`config.mk`:
```
export PLATFORM = sky130hd
export DESIGN_NAME = rcu_signal_deglitch
export DESIGN_NICKNAME = d
export VERILOG_FILES = /design/src/rtl/rcu_bc_pkg.sv /design/src/rtl/rcu_deglitch_ch.sv /design/src/rtl/rcu_signal_deglitch.sv
export SDC_FILE = /design/constraint.sdc
export NUM_CORES = 1
export LEC_CHECK = 0
export BUFFER_PORTS_ARGS = -buffer_cell sky130_fd_sc_hd__buf_2
export CAP_MARGIN = 20
export CORE_MARGIN = 2
export CORE_UTILIZATION = 35
export CTS_BUF_LIST = sky130_fd_sc_hd__clkbuf_8
export DETAILED_ROUTE_END_ITERATION = 16
export PLACE_DENSITY = 0.66
export SKIP_CTS_REPAIR_TIMING = 1
export SLEW_MARGIN = 10
export SYNTH_ARGS = -nofsm -noshare
export SYNTH_HDL_FRONTEND = slang
export SYNTH_HIERARCHICAL = 1
export SYNTH_SLANG_ARGS = --single-unit
```
`constraint.sdc`:
```
create_clock -name clk_40m -period 3.2 [get_ports clk_40m]
set_input_delay 0.64 -clock clk_40m [delete_from_list [all_inputs] [get_ports clk_40m]]
set_output_delay 0.64 -clock clk_40m [all_outputs]
set_load 0.005 [all_outputs]
```
`src/rtl/rcu_bc_pkg.sv`:
```
// Shared constants for the BoardController slow-control input path.
package rcu_bc_pkg;

    localparam int   GLITCH_CNT_W = 8;
    localparam logic I2C_IDLE_LVL = 1'b1;

    // The stable counter must be able to hold FILT_LEN-1; never narrower than one bit.
    function automatic int filt_cnt_width(input int filt_len);
        int w;
        w = $clog2(filt_len + 1);
        return (w < 1) ? 1 : w;
    endfunction

endpackage

```
`src/rtl/rcu_deglitch_ch.sv`:
```
// One channel: synchroniser, stable-count glitch filter and rise/fall strobes.
// Optional per-channel glitch counter with RCU_DEGLITCH_GLITCH_CNT_EN.
module rcu_deglitch_ch
    import rcu_bc_pkg::*;
#(
    parameter int   SYNC_STAGES = 2,
    parameter int   FILT_LEN    = 4,
    parameter logic RST_VAL     = I2C_IDLE_LVL
) (
    input  logic clk_40m,
    input  logic rst_n,
    input  logic sig_i,
    output logic sig_o,
    output logic rise_o,
`ifdef RCU_DEGLITCH_GLITCH_CNT_EN
    output logic fall_o,
    input  logic glitch_clr_i,
    output logic [GLITCH_CNT_W-1:0] glitch_cnt_o
`else
    output logic fall_o
`endif
);

    localparam int               CNT_W   = filt_cnt_width(FILT_LEN);
    localparam logic [CNT_W-1:0] CNT_MAX = CNT_W'(FILT_LEN - 1);

    logic [SYNC_STAGES-1:0] sync_q;
    logic                   s;
    logic [CNT_W-1:0]       cnt_q, cnt_d;
    logic                   lvl_d, rise_d, fall_d;

    always_ff @(posedge clk_40m or negedge rst_n) begin
        if (!rst_n) begin
            sync_q <= {SYNC_STAGES{RST_VAL}};
        end else begin
            sync_q <= {sync_q[SYNC_STAGES-2:0], sig_i};
        end
    end

    assign s = sync_q[SYNC_STAGES-1];

    // A new level is only taken once it has been seen FILT_LEN times in a row.
    always_comb begin
        cnt_d  = cnt_q;
        lvl_d  = sig_o;
        rise_d = 1'b0;
        fall_d = 1'b0;
        if (s == sig_o) begin
            cnt_d = '0;
        end else if (cnt_q == CNT_MAX) begin
            cnt_d  = '0;
            lvl_d  = s;
            rise_d = s;
            fall_d = ~s;
        end else begin
            cnt_d = cnt_q + 1'b1;
        end
    end

    always_ff @(posedge clk_40m or negedge rst_n) begin
        if (!rst_n) begin
            cnt_q  <= '0;
            sig_o  <= RST_VAL;
            rise_o <= 1'b0;
            fall_o <= 1'b0;
        end else begin
            cnt_q  <= cnt_d;
            sig_o  <= lvl_d;
            rise_o <= rise_d;
            fall_o <= fall_d;
        end
    end

`ifdef RCU_DEGLITCH_GLITCH_CNT_EN
    logic glitch_hit;

    // A non-zero count that collapses back to the current level is a rejected excursion.
    assign glitch_hit = (s == sig_o) && (cnt_q != '0);

    always_ff @(posedge clk_40m or negedge rst_n) begin
        if (!rst_n) begin
            glitch_cnt_o <= '0;
        end else if (glitch_clr_i) begin
            glitch_cnt_o <= '0;
        end else if (glitch_hit && (glitch_cnt_o != '1)) begin
            glitch_cnt_o <= glitch_cnt_o + 1'b1;
        end
    end
`endif

endmodule

```
`src/rtl/rcu_signal_deglitch.sv`:
```
// Multi-channel input conditioner for slow asynchronous RCU control lines (SCL/SDA).
// Glitch counters and their clear input exist only with RCU_DEGLITCH_GLITCH_CNT_EN.
module rcu_signal_deglitch
    import rcu_bc_pkg::*;
#(
    parameter int              N_CH        = 2,
    parameter int              SYNC_STAGES = 2,
    parameter int              FILT_LEN    = 4,
    parameter logic [N_CH-1:0] RST_VAL     = {N_CH{I2C_IDLE_LVL}}
) (
    input  logic                          clk_40m,
    input  logic                          rst_n,
    input  logic [N_CH-1:0]               sig_i,
    output logic [N_CH-1:0]               sig_o,
    output logic [N_CH-1:0]               rise_o,
`ifdef RCU_DEGLITCH_GLITCH_CNT_EN
    output logic [N_CH-1:0]               fall_o,
    input  logic                          glitch_clr_i,
    output logic [GLITCH_CNT_W*N_CH-1:0]  glitch_cnt_o
`else
    output logic [N_CH-1:0]               fall_o
`endif
);

    // Legal ranges: SYNC_STAGES 2..4, FILT_LEN 1..255.
    for (genvar c = 0; c < N_CH; c++) begin : g_ch
        rcu_deglitch_ch #(
            .SYNC_STAGES (SYNC_STAGES),
            .FILT_LEN    (FILT_LEN),
            .RST_VAL     (RST_VAL[c])
        ) u_ch (
            .clk_40m      (clk_40m),
            .rst_n        (rst_n),
            .sig_i        (sig_i[c]),
            .sig_o        (sig_o[c]),
            .rise_o       (rise_o[c]),
`ifdef RCU_DEGLITCH_GLITCH_CNT_EN
            .fall_o       (fall_o[c]),
            .glitch_clr_i (glitch_clr_i),
            .glitch_cnt_o (glitch_cnt_o[GLITCH_CNT_W*c +: GLITCH_CNT_W])
`else
            .fall_o       (fall_o[c])
`endif
        );
    end

endmodule

```
==> impl_metrics.json <==
{
  "cp_slowest_cell": "dfstp_2",
  "hold_viol": 0,
  "grt.overflow.total": 0,
  "cp_num_buf_inv": 1,
  "synth_top_area_frac": 0.433,
  "antenna_found_initial": 0,
  "finalMaxSlewViolations": 0,
  "syn_area_sq_um": 578,
  "p_seq_frac": 0.529,
  "core_sq_mm": 0.00152,
  "grt_max_degree": 17,
  "synth_top_family_by_area": "simple AND/OR/NAND/NOR gates",
  "critical_path_class": "flop to primary output",
  "grt_first_pass_wirelength_mm": 1.24,
  "syn_area_per_cell_sq_um": 17.0,
  "min_period_over_period": 0.484,
  "hpwl_microns": 515,
  "num_antenna_cells": 0,
  "synth_seq_area_share": 0.706,
  "syn-num-nets": 40,
  "cp_max_fo": 5,
  "rows": 14,
  "drt-pass1-iter-count": 1,
  "synth-simple-area-share": 0.182,
  "layout-drive-gt1-share": 0.478,
  "yosys.area.top_type": "dfrtp_1",
  "gp_congestion": 0.664,
  "synth_mux_area_frac": 0.0390,
  "die_area_sq_mm": 0.00199,
  "vias": 289,
  "final_common_cell": "dfrtp_1",
  "finalSetupViolCount": 0,
  "synthTopCellsByArea": "dfrtp_1, dfstp_2, nor3b_1, nand2b_4, ha_1",
  "cellInternalPower_mw": 0.399,
  "hold_class": "input pin to async pin",
  "crit_family": "flip-flops",
  "power_density_mw_per_mm2": 771,
  "drv_cap": 0,
  "die_h_microns": 44.6,
  "cts_tree": "yes",
  "viasPerCell": 4.66,
  "root_buffer": "clkbuf_8",
  "drt_iter0_markers": 0,
  "critPathArrivalTime_ns": 0.91,
  "fin_worst_skew_ns": 0.000748,
  "p_leak_nw": 0.322,
  "peakVddDrop_uv": 325,
  "total_power_mw": 0.527,
  "fin_crit_ns": 1.55,
  "ys_seq_elements": 16,
  "h-tree-depth": 1,
  "wire_per_inst_microns": 10.8,
  "ios": 10,
  "synth_cells": 34,
  "yosys_warnings": 6,
  "cts_buffers": 3,
  "critPathMaxStageDelay_ns": 0.56,
  "finalWirelength_microns": 668,
  "clockPowerShare": 0.267,
  "p_switching_mw": 0.129,
  "worst_pin_slew_ns": 0.328,
  "synthAdderAreaFrac": 0.0433,
  "ant_nets": 0,
  "cts_sinks": 16,
  "grt_usage": 0.0882,
  "grt_setup_unrepaired": "false",
  "clock.fmax_ghz": 0.645,
  "max-slew-margin-rel": 0.781,
  "worst_setup_path_start_kind": "flop",
  "clockBufferDepth": 2,
  "grt_pass1_vias": 295,
  "initial_core_util": 0.379,
  "portBuffers": 9,
  "layout_common_cells": "dfrtp_1, buf_2, nor3b_1",
  "drc": 0,
  "nets": 54,
  "worstPathRequired_ns": 2.56,
  "tns_ns": 0,
  "yosysUniqueCellTypes": 8,
  "run_status": "finished, final reports clean",
  "synth_xor_area_frac": 0.0303,
  "syn2layout_area_growth_pct": 18.4,
  "clk_pin_slew_ns": 0.05,
  "clk_latency_ns": 0.24,
  "die_x_microns": 44.6,
  "cp-end-kind": "primary output",
  "synth_compound_area_frac": 0,
  "path_cells": "buf_2",
  "switching_share": 0.244,
  "comb_power_share": 0.205
}
-- synthesized netlist by cell type --
library cell / instances
nor3b_1: 8
dfrtp_1: 10
nand2b_4: 2
and3b_1: 2
ha_1: 2
mux2_2: 2
dfstp_2: 6
xnor2_1: 2
-- registers in the layout (all words and copies together), names as in the netlist --
| signal | flops |
|---|---|
| g_ch.u_ch/rise_o | 2 |
| g_ch.u_ch/fall_o | 2 |
| g_ch.u_ch/sig_o | 2 |
| g_ch.u_ch/sync_q | 4 |
| g_ch.u_ch/cnt_q | 6 |
-- power by group through the flow --
stage               logic (mW)  registers [mW]  clock network [mW]
floorplan               0.0759           0.281                   0
global route             0.126           0.286               0.155
global placement         0.109           0.281                   0
detailed placement       0.112           0.283                   0
CTS                      0.110           0.280               0.148
finish                   0.108           0.279               0.141
-- routing by layer --
layer,global-route usage,part of all wire
met2,0.119,0.51
met3,0.0245,0.027
met4,0.0545,0
met1,0.124,0.46
met5,0,0
-- final cells by class --
cell class	instances	area, sq um
Sequential cell	16	408
Clock buffer	3	41.3
Multi-Input combinational cell	18	170
Tap cell	16	20.0
Timing Repair Buffer	9	45.0
Fill cell	134	840
-- worst paths after layout --
path                                        startpoint                      to  slack (ns)  depth (start not counted)
min in group clk_40m            g_ch[1].u_ch/sync_q[0]  g_ch[1].u_ch/sync_q[1]        0.35                          0
worst max register to register   g_ch[0].u_ch/cnt_q[0]      g_ch[0].u_ch/sig_o        2.07                          3
worst min register to register  g_ch[1].u_ch/sync_q[0]  g_ch[1].u_ch/sync_q[1]        0.35                          0
worst min-delay path                             rst_n   g_ch[1].u_ch/cnt_q[2]        0.29                          1
worst max-delay path                g_ch[1].u_ch/sig_o                sig_o[1]        1.65                          1
max in group asynchronous                        rst_n      g_ch[0].u_ch/sig_o        2.62                          1
-- kinds of logic after synthesis --
kind of cell	after synthesis
muxes	2
and+or+nand+nor	12
xor gates and xnor gates	2
adders and majority gates	2
DFF	16
-- per-stage QoR --
step                hold slack, ns  utilization  worst slack, ns  std cells  cell area, sq um
floorplan                    0.344            -             2.02         34               578
global placement             0.346        0.422             1.91         59               643
detailed placement           0.348        0.422             1.91         59               643
CTS                          0.300        0.449             1.64         62               684
global route                 0.319        0.449             1.60         62               684
finish                       0.294        0.449             1.65         62               684
Power figures use the tool's default switching activity.
